--- src/rtl/lvds_spi_pkg.sv ---
// Shared types and default parameters for the LVDS SPI capture receiver.
package lvds_spi_pkg;

  localparam int unsigned DEF_DATA_WIDTH  = 32;
  localparam int unsigned DEF_FIFO_DEPTH  = 8;
  localparam int unsigned DEF_SYNC_STAGES = 2;

  typedef enum logic [1:0] {
    WAIT_IDLE = 2'd0,
    IDLE      = 2'd1,
    ACTIVE    = 2'd2
  } rx_state_e;

endpackage

--- src/rtl/lvds_spi_fifo.sv ---
// First-word-fall-through FIFO; pointers carry one extra wrap bit so full and
// empty can be told apart when the index bits match.
module lvds_spi_fifo #(
  parameter int unsigned WIDTH = 33,
  parameter int unsigned DEPTH = 8
) (
  input  logic             clk,
  input  logic             rst_L,
  input  logic             push,
  input  logic [WIDTH-1:0] push_data,
  input  logic             pop,
  output logic [WIDTH-1:0] head_data,
  output logic             full,
  output logic             empty,
  output logic             drop
);

  localparam int unsigned AW = $clog2(DEPTH);

  logic [AW:0]      wr_ptr_q, wr_ptr_d;
  logic [AW:0]      rd_ptr_q, rd_ptr_d;
  logic [WIDTH-1:0] mem_q [DEPTH];
  logic             wr_en;
  logic             rd_en;

  // Full comes from the registered pointers, so a same-cycle pop never frees
  // room for the incoming word.
  assign full  = (wr_ptr_q[AW] != rd_ptr_q[AW]) &&
                 (wr_ptr_q[AW-1:0] == rd_ptr_q[AW-1:0]);
  assign empty = (wr_ptr_q == rd_ptr_q);
  assign wr_en = push & ~full;
  assign rd_en = pop & ~empty;
  assign drop  = push & full;

  // NOTE: every signal written in always_comb gets a default first, so no path leaves it unassigned and no latch is inferred.
  always_comb begin
    wr_ptr_d = wr_ptr_q;
    rd_ptr_d = rd_ptr_q;
    if (wr_en) wr_ptr_d = wr_ptr_q + 1'b1;
    if (rd_en) rd_ptr_d = rd_ptr_q + 1'b1;
  end

  // NOTE: sequential state uses non-blocking assignments so every flop samples pre-edge values regardless of block order.
  always_ff @(posedge clk or negedge rst_L) begin
    if (!rst_L) begin
      wr_ptr_q <= '0;
      rd_ptr_q <= '0;
    end else begin
      wr_ptr_q <= wr_ptr_d;
      rd_ptr_q <= rd_ptr_d;
    end
  end

  // NOTE: storage is deliberately not reset; the pointers define validity, and an unreset array maps onto plain RAM.
  always_ff @(posedge clk) begin
    if (wr_en) mem_q[wr_ptr_q[AW-1:0]] <= push_data;
  end

  assign head_data = mem_q[rd_ptr_q[AW-1:0]];

endmodule

--- src/rtl/lvds_spi_rx_deser.sv ---
// LVDS SPI receive deserializer: synchronizes scl_del/sdi/cs_n, packs bits
// MSB-first into words and streams them out through a FWFT FIFO.
module lvds_spi_rx_deser
  import lvds_spi_pkg::*;
#(
  parameter int unsigned DATA_WIDTH  = DEF_DATA_WIDTH,
  parameter int unsigned FIFO_DEPTH  = DEF_FIFO_DEPTH,
  parameter int unsigned SYNC_STAGES = DEF_SYNC_STAGES
) (
  input  logic                  clk,
  input  logic                  rst_L,
  input  logic                  scl_del,
  input  logic                  sdi,
  input  logic                  cs_n,
  output logic [DATA_WIDTH-1:0] m_tdata,
  output logic                  m_tvalid,
  input  logic                  m_tready,
  output logic                  m_tlast,
  output logic                  overflow,
  output logic                  frame_err,
  input  logic                  clr_err
);

  localparam int unsigned   CW       = $clog2(DATA_WIDTH);
  localparam logic [CW-1:0] LAST_BIT = CW'(DATA_WIDTH - 1);

  logic [SYNC_STAGES-1:0] scl_sync_q, scl_sync_d;
  logic [SYNC_STAGES-1:0] sdi_sync_q, sdi_sync_d;
  logic [SYNC_STAGES-1:0] cs_sync_q,  cs_sync_d;
  logic                   scl_dly_q,  scl_dly_d;
  logic                   cs_dly_q,   cs_dly_d;
  logic                   s_scl, s_sdi, s_cs;
  logic                   scl_rise, cs_rise;

  rx_state_e              state_q, state_d;
  logic [DATA_WIDTH-1:0]  shift_q, shift_d, shift_next;
  logic [CW-1:0]          bitcnt_q, bitcnt_d;
  logic [DATA_WIDTH-1:0]  pend_q, pend_d;
  logic                   pend_valid_q, pend_valid_d;
  logic                   push_q, push_d;
  logic [DATA_WIDTH-1:0]  push_data_q, push_data_d;
  logic                   push_last_q, push_last_d;
  logic                   overflow_q, overflow_d;
  logic                   frame_err_q, frame_err_d;
  logic                   frame_err_set;

  logic [DATA_WIDTH:0]    fifo_head;
  logic                   fifo_full, fifo_empty, fifo_drop;

  // Equal-depth chains keep sdi and cs_n aligned with the scl edge they belong to.
  always_comb begin
    scl_sync_d = {scl_sync_q[SYNC_STAGES-2:0], scl_del};
    sdi_sync_d = {sdi_sync_q[SYNC_STAGES-2:0], sdi};
    cs_sync_d  = {cs_sync_q[SYNC_STAGES-2:0],  cs_n};
    scl_dly_d  = s_scl;
    cs_dly_d   = s_cs;
  end

  assign s_scl    = scl_sync_q[SYNC_STAGES-1];
  assign s_sdi    = sdi_sync_q[SYNC_STAGES-1];
  assign s_cs     = cs_sync_q[SYNC_STAGES-1];
  assign scl_rise = s_scl & ~scl_dly_q;
  assign cs_rise  = s_cs & ~cs_dly_q;

  // cs_n resets to "selected" so a frame already in flight must be seen to end first.
  always_ff @(posedge clk or negedge rst_L) begin
    if (!rst_L) begin
      scl_sync_q <= '0;
      sdi_sync_q <= '0;
      cs_sync_q  <= '0;
      scl_dly_q  <= 1'b0;
      cs_dly_q   <= 1'b0;
    end else begin
      scl_sync_q <= scl_sync_d;
      sdi_sync_q <= sdi_sync_d;
      cs_sync_q  <= cs_sync_d;
      scl_dly_q  <= scl_dly_d;
      cs_dly_q   <= cs_dly_d;
    end
  end

  always_ff @(posedge clk or negedge rst_L) begin
    if (!rst_L) state_q <= WAIT_IDLE;
    else        state_q <= state_d;
  end

  always_comb begin
    state_d = state_q;
    unique case (state_q)
      WAIT_IDLE: if (s_cs)    state_d = IDLE;
      IDLE:      if (!s_cs)   state_d = ACTIVE;
      ACTIVE:    if (cs_rise) state_d = IDLE;
      default:                state_d = WAIT_IDLE;
    endcase
  end

  // A completed word waits in pend until the next word completes, so a frame
  // ending on a partial word can still mark its last whole word.
  always_comb begin
    shift_next    = {shift_q[DATA_WIDTH-2:0], s_sdi};
    shift_d       = shift_q;
    bitcnt_d      = bitcnt_q;
    pend_d        = pend_q;
    pend_valid_d  = pend_valid_q;
    push_d        = 1'b0;
    push_data_d   = push_data_q;
    push_last_d   = push_last_q;
    frame_err_set = 1'b0;
    unique case (state_q)
      ACTIVE: begin
        if (cs_rise) begin
          if (pend_valid_q) begin
            push_d      = 1'b1;
            push_data_d = pend_q;
            push_last_d = 1'b1;
          end
          pend_valid_d  = 1'b0;
          bitcnt_d      = '0;
          frame_err_set = (bitcnt_q != '0);
        end else if (scl_rise) begin
          shift_d = shift_next;
          if (bitcnt_q == LAST_BIT) begin
            if (pend_valid_q) begin
              push_d      = 1'b1;
              push_data_d = pend_q;
              push_last_d = 1'b0;
            end
            pend_d       = shift_next;
            pend_valid_d = 1'b1;
            bitcnt_d     = '0;
          end else begin
            bitcnt_d = bitcnt_q + 1'b1;
          end
        end
      end
      default: begin
        bitcnt_d     = '0;
        pend_valid_d = 1'b0;
      end
    endcase
  end

  // A set event in the same cycle as clr_err leaves the flag set.
  always_comb begin
    overflow_d  = (overflow_q  & ~clr_err) | fifo_drop;
    frame_err_d = (frame_err_q & ~clr_err) | frame_err_set;
  end

  always_ff @(posedge clk or negedge rst_L) begin
    if (!rst_L) begin
      shift_q      <= '0;
      bitcnt_q     <= '0;
      pend_q       <= '0;
      pend_valid_q <= 1'b0;
      push_q       <= 1'b0;
      push_data_q  <= '0;
      push_last_q  <= 1'b0;
      overflow_q   <= 1'b0;
      frame_err_q  <= 1'b0;
    end else begin
      shift_q      <= shift_d;
      bitcnt_q     <= bitcnt_d;
      pend_q       <= pend_d;
      pend_valid_q <= pend_valid_d;
      push_q       <= push_d;
      push_data_q  <= push_data_d;
      push_last_q  <= push_last_d;
      overflow_q   <= overflow_d;
      frame_err_q  <= frame_err_d;
    end
  end

  lvds_spi_fifo #(
    .WIDTH (DATA_WIDTH + 1),
    .DEPTH (FIFO_DEPTH)
  ) u_fifo (
    .clk       (clk),
    .rst_L     (rst_L),
    .push      (push_q),
    .push_data ({push_last_q, push_data_q}),
    .pop       (m_tready & ~fifo_empty),
    .head_data (fifo_head),
    .full      (fifo_full),
    .empty     (fifo_empty),
    .drop      (fifo_drop)
  );

  // Masking the head while empty keeps the unreset storage off the port.
  assign m_tvalid  = ~fifo_empty;
  assign m_tdata   = fifo_empty ? '0   : fifo_head[DATA_WIDTH-1:0];
  assign m_tlast   = fifo_empty ? 1'b0 : fifo_head[DATA_WIDTH];
  assign overflow  = overflow_q;
  assign frame_err = frame_err_q;

endmodule

--- config.mk ---
export PLATFORM = sky130hd
export DESIGN_NAME = lvds_spi_rx_deser
export DESIGN_NICKNAME = d
export VERILOG_FILES = /design/src/rtl/lvds_spi_pkg.sv /design/src/rtl/lvds_spi_fifo.sv /design/src/rtl/lvds_spi_rx_deser.sv
export SDC_FILE = /design/constraint.sdc
export NUM_CORES = 1
export LEC_CHECK = 0
export ABC_CLOCK_PERIOD_IN_PS = 4800
export BUFFER_PORTS_ARGS = -buffer_cell sky130_fd_sc_hd__buf_2
export CAP_MARGIN = 40
export CELL_PAD_IN_SITES_DETAIL_PLACEMENT = 0
export CELL_PAD_IN_SITES_GLOBAL_PLACEMENT = 1
export CORE_AREA = 2 2 187 189
export DETAILED_ROUTE_END_ITERATION = 10
export DIE_AREA = 0 0 189 191
export PLACE_DENSITY_LB_ADDON = 0.12
export SETUP_SLACK_MARGIN = 0.4
export SYNTH_ARGS = -nofsm -noshare
export SYNTH_HDL_FRONTEND = slang
export SYNTH_SLANG_ARGS = --single-unit
--- constraint.sdc ---
create_clock -name clk -period 4.8 [get_ports clk]
set_input_delay 0.96 -clock clk [delete_from_list [all_inputs] [get_ports clk]]
set_output_delay 0.96 -clock clk [all_outputs]
set_load 0.03 [all_outputs]
# After elaboration in Yosys (flattened, before gate mapping)
# Memory sizes are Yosys's and may differ from the RTL's.
# Index checks and enable logic that the tools add are counted.
word_totals:
  ramBits: 264
  n_memories: 1
  wordCells: 91
  input_bits: 7
  output_inout_bits: 36
  reg_bits: 123
classes:
  eq_ne: 11
  reduce_logical: 11
  n_mux: 32
  bitwise: 16
  add_sub_neg: 3
memory_table:
  columns: ["memory", "depth", "width", "rd", "rd_clocked_by_memory_dff", "write_ports", "line_no", "source"]
  rows:
  - ["u_fifo.mem_q", 8, 33, 1, 0, 1, "lvds_spi_fifo.sv:22", "logic [WIDTH-1:0] mem_q [DEPTH];"]
op_table:
  columns: ["op", "count"]
  rows:
  - ["$mux W32", 5]
  - ["$mux W5", 4]
  - ["$mux W1", 19]
  - ["$reduce_and A3 Y1", 3]
  - ["$add A4 B1 Y4 const B", 2]
  - ["$and A1 B1 Y1", 8]
  - ["$reduce_and A4 Y1", 2]
  - ["$mux W2", 3]
  - ["$ne A2 B2 Y1 const B", 3]
  - ["$ne A3 B3 Y1 const B", 2]
  - ["$not A1 Y1", 6]
  - ["$pmux W2 S3", 1]
  - ["$add A5 B1 Y5 const B", 1]
  - ["$eq A5 B5 Y1 const B", 1]
  - ["$reduce_bool A5 Y1", 1]
  - ["$eq A4 B4 Y1", 1]
  - ["$reduce_bool A2 Y1", 2]
  - ["$eq A3 B3 Y1", 1]
  - ["$eq A2 B1 Y1 const B", 1]
  - ["$eq A2 B2 Y1 const B", 1]
  - ["$logic_not A2 Y1", 1]
  - ["$or A1 B1 Y1", 2]
  - ["$reduce_and A2 Y1", 1]
  - ["$logic_and A1 B1 Y1", 1]
  - ["$ne A1 B1 Y1", 1]

# Depth between registers and ports, before layout
logic_depth:
  depth_word: 6
  ltp_mapped: 7
  ltp_nobuf: 6

# Hierarchy
# Synthesis repeated with hierarchy kept, for this count alone.
unflattened:
  cells_unflattened: 745
  hier_area_um2: 15137.0
by_module_without_submodules:
  columns: ["mod", "area_each_um2", "seq_area_each_um2", "n_inst", "cells_per_inst"]
  rows:
  - ["lvds_spi_fifo", 10548.9, 8127.8, 1, 441]
  - ["lvds_spi_rx_deser", 4588.2, 2877.8, 1, 304]

# Worst setup path before layout
# OpenSTA, ideal clock, no wires.
synth_timing:
  path_kind: "reg2reg"
  from: "register u_fifo.wr_ptr_q[0]"
  to: "memory u_fifo.mem_q[4][0] (enable)"
  setup_time_ns: 0.506
  arrival_time_ns: 4.243
  path_stages_with_launch: 5
  t_required_ns: 4.294
  n_path_buf: 1
  period_less_slack_ns: 4.749
  setup_slack_ns: 0.051
  cell_sequence: "dfrtp_1 buf_4 xor2_2 nor4_4 nor4_1"
synth_between:
  elab_chain_len: 6
synth_rtl:
  columns: ["item", "line_no", "source"]
  rows:
  - ["start: declaration", "lvds_spi_fifo.sv:20", "logic [AW:0] wr_ptr_q, wr_ptr_d;"]
  - ["start signal: assignment", "lvds_spi_fifo.sv:49", "wr_ptr_q <= wr_ptr_d;"]
  - ["$eq A3 B3 Y1", "lvds_spi_fifo.sv:29", "(wr_ptr_q[AW-1:0] == rd_ptr_q[AW-1:0]);"]
  - ["$logic_and A1 B1 Y1", "lvds_spi_fifo.sv:28", "assign full = (wr_ptr_q[AW] != rd_ptr_q[AW]) &&"]
  - ["$not A1 Y1", "lvds_spi_fifo.sv:31", "assign wr_en = push & ~full;"]
  - ["$and A1 B1 Y1", "lvds_spi_fifo.sv:31", null]
  - ["$mux W1", "lvds_spi_fifo.sv:56", "if (wr_en) mem_q[wr_ptr_q[AW-1:0]] <= push_data;"]
  - ["$mux W1 (implied by the code)", "lvds_spi_fifo.sv:56", null]
  - ["end: declaration", "lvds_spi_fifo.sv:22", null]
# Parallel ways exist; a longest one is shown, timed or not.

# Worst setup path after layout
layout_timing:
  from: "register u_fifo.wr_ptr_q[0]"
  to: "output port m_tdata[9]"
layout_between:
  elab_chain_len: 2
layout_rtl:
  columns: ["item", "line_no", "source"]
  rows:
  - ["$eq A4 B4 Y1", "lvds_spi_fifo.sv:30", "assign empty = (wr_ptr_q == rd_ptr_q);"]
  - ["$mux W32", "lvds_spi_rx_deser.sv:190", "assign m_tdata = fifo_empty ? '0 : fifo_head[DATA_WIDTH-1:0];"]
  - ["end: declaration", "lvds_spi_rx_deser.sv:15", "output logic [DATA_WIDTH-1:0] m_tdata,"]
# Every way passes these cells.

==> key figures <==
Clocking
  – Clk buf depth: 3
  – Root buf cell: clkbuf_16
  – CTS Hold Bufs: 0
  – Clock transition at path regs: 0.06 ns
  – Clock tree sinks: 387
  – CTS tree: built
  – H-tree levels: 2
  – Num CTS Buffers: 40
  – # resized after CTS: 0
  – Post-CTS Setup Bufs: 0
  – Clk_lat worst skew: 0.52 ns

Critical path
  – R2R Path End: u_fifo.mem_q[3][12]
  – Maximum fanout along the worst path: 19
  – Critical Path AT: 2.92 ns
  – Reg2reg setup slack: 1.58 ns
  – Critical path required time: 3.84 ns
  – R2r worst-path depth: 6
  – Crit path kind: reg2out
  – Crit path launch type: flip-flop
  – Reg-to-reg critical path startpoint: u_fifo.rd_ptr_q[1]
  – Worst setup EP type: output port

Die
  – Boundary pin count: 43
  – Die height: 191 um
  – Die area: 0.0361 mm2
  – Initial Util: 44.4%
  – Core area: 0.0341 mm2
  – Std-Cell Rows: 68
  – Die X: 189 um

Drt
  – Vias/cell: 5.31
  – Pre-antenna DRT Iters: 4
  – Initial DRC count: 442
  – Final wirelength: 29.5 mm
  – Total number of vias: 7465
  – Wirelength per Cell: 21.0 um
  – Drc violations: 0
  – Antenna violation net count after detailed routing: 0

Global route
  – Total track usage: 17.0%
  – GRT Residual Overflow: 0
  – Vias in the first global route: 8066
  – Largest net degree at the start of global routing: 137
  – Initial antenna violation count: 0
  – First-pass GRT wire length: 47.0 mm

Synthesis
  – Number of synthesized flops with an enable pin: 264
  – Leading post-synthesis cells by cell area: edfxtp_1 52%, dfrtp_1 20%, mux2i_1 8.7%, mux2_2 6.5%, a22oi_1 3.3%
  – Asr flop ratio synth: 31.8%
  – Yosys top cell by area: edfxtp_1
  – Yosys warning count: 0
  – Synthesized area: 0.0152 mm2
  – Cells after Synth: 863
  – Dominant synthesized flop cell: edfxtp_1
  – Most common cell in the netlist: edfxtp_1
  – Seq/Total Area, Yosys: 72.6%
  – Synth unique cells: 48
  – Avg Synthesized Cell Area: 17.6 um2
  – Area fraction of the dominant cell type after synthesis: 52.3%
  – Register bit count reported by yosys: 387
  – Net count after synthesis: 876
  – Synth top cells by count: 264 x edfxtp_1, 132 x mux2i_1, 123 x dfrtp_1

Cells and area
  – ANT cells: 0
  – Area Overhead vs Synth: 14.0%
  – Layout cells sized above 1: 25.3%
  – Nets: 933

Timing
  – Setup tns final: 0 ns
  – Rel. slew slack: 31.5%
  – Worst Skew: 0.0179 ns
  – Setup violators final: 0
  – Tmin final: 3.88 ns
  – Final hold violations: 0
  – Slew @ Worst Pin: 1.03 ns
  – Tcrit/Tclk final: 80.9%
  – Pins Over Slew Limit: 0
  – RSZ-0062 raised after global routing: false
  – Hold Slack: 0.347 ns
  – Fmax achieved: 257 MHz

Hold path
  – Hold endpoint: sdi_sync_q[1]
  – Min-delay src: sdi_sync_q[0]
  – Worst Hold Class: reg2reg
  – Hold depth: 0

Run status
  – Status: finished, final reports clean

Placement
  – Placer Congestion: 0.726
  – # port buffers: 42
  – HPWL after detailed placement: 16.9 mm

Run
  – Max Cap Violations: 0

Power
  – PwrDens: 390 mW/mm2
  – Leakage power total: 0.00586 uW
  – Worst vdd ir: 0.000408 V
==> power breakdown <==
part	leakage [uW]	switching [uW]	total (uW)	internal (uW)
Sequential	0.00351	12.6	3560	3550
Clock	0.000664	1220	3130	1910
Combinational	0.00168	35.1	50.5	15.4
==> logic make-up after synthesis <==
family / Yosys count / synth area share, %
AO/OA/AOI/OAI: 91 / 4.74
adder cells (fa/ha/maj): 6 / 0.495
buffers and inverters: 53 / 1.83
flip-flops: 387 / 72.6
multiplexers: 229 / 15.9
AND/OR/NAND/NOR: 85 / 3.36
XOR/XNOR: 12 / 1.04
==> cells in the final DEF, fill, tap and decap left out, types with 7 or more instances in the layout <==
cell,instances
mux2_1,8
a22oi_1,66
edfxtp_1,264
buf_2,42
buf_4,19
clkbuf_1,11
a21oi_1,7
mux2i_1,132
nand2_1,13
clkinv_2,8
clkbuf_16,41
mux2_2,88
dfrtp_1,122
and3_1,35
==> flip-flops by register name (all words and copies together), names as in the netlist, 2 cells and up <==
name	flops
u_fifo.mem_q	264
u_fifo.rd_ptr_q	4
shift_q	31
push_data_q	32
pend_q	32
bitcnt_q	5
scl_sync_q	2
cs_sync_q	2
u_fifo.wr_ptr_q	4
sdi_sync_q	2
state_q	2
==> worst max-delay path, stage by stage, from the launching register on <==
cell and delay (ns):
dfrtp_1 0.59, xnor2_2 0.40, nand4_2 0.55, buf_4 0.45, and3_1 0.20, buf_2 0.17
==> area by class of cell <==
class,count,area (um2)
clock inverters,18,228
well taps,455,569
clock buffers,56,1120
fillers,2800,16800
flip-flops and latches,387,11000
repair buffers,63,384
inverters,5,18.8
multi-input cells,423,3960
==> per-stage QoR <==
| stage | std cells | setup WS, ns | utilization, % | power, uW | cell area, um2 |
|---|---|---|---|---|---|
| after CTS | 1407 | 0.877 | 50.7 | 6830 | 17300 |
| after global placement | 1332 | 1.44 | 46.7 | 3680 | 15900 |
| final | 1407 | 0.916 | 50.7 | 6750 | 17300 |
| after detailed placement | 1333 | 1.41 | 46.7 | 3680 | 15900 |
| after global routing | 1407 | 0.767 | 50.7 | 6960 | 17300 |
| after floorplan | 863 | 0.962 | - | 3650 | 15200 |
==> worst max-delay path by stage <==
| stage | slack (ns) | startpoint | to |
|---|---|---|---|
| after floorplan | 0.96 | u_fifo.wr_ptr_q[0] | u_fifo.mem_q[0][0] |
| after global placement | 1.44 | u_fifo.rd_ptr_q[1] | u_fifo.mem_q[1][19] |
| after detailed placement | 1.41 | u_fifo.rd_ptr_q[1] | u_fifo.mem_q[3][11] |
| after CTS | 0.88 | u_fifo.wr_ptr_q[0] | m_tdata[4] |
| after global routing | 0.77 | u_fifo.wr_ptr_q[0] | m_tdata[9] |
| final | 0.92 | u_fifo.wr_ptr_q[0] | m_tdata[9] |
==> routing by layer <==
layer,vias up,global-route usage [%],wire length [um]
li1,3464,-,-
met1,3837,22.8,13400
met2,118,28.9,14500
met3,46,2.63,1000
met4,0,4.51,620
met5,-,0,0
No activity file was read; power rests on OpenSTA's default activity.
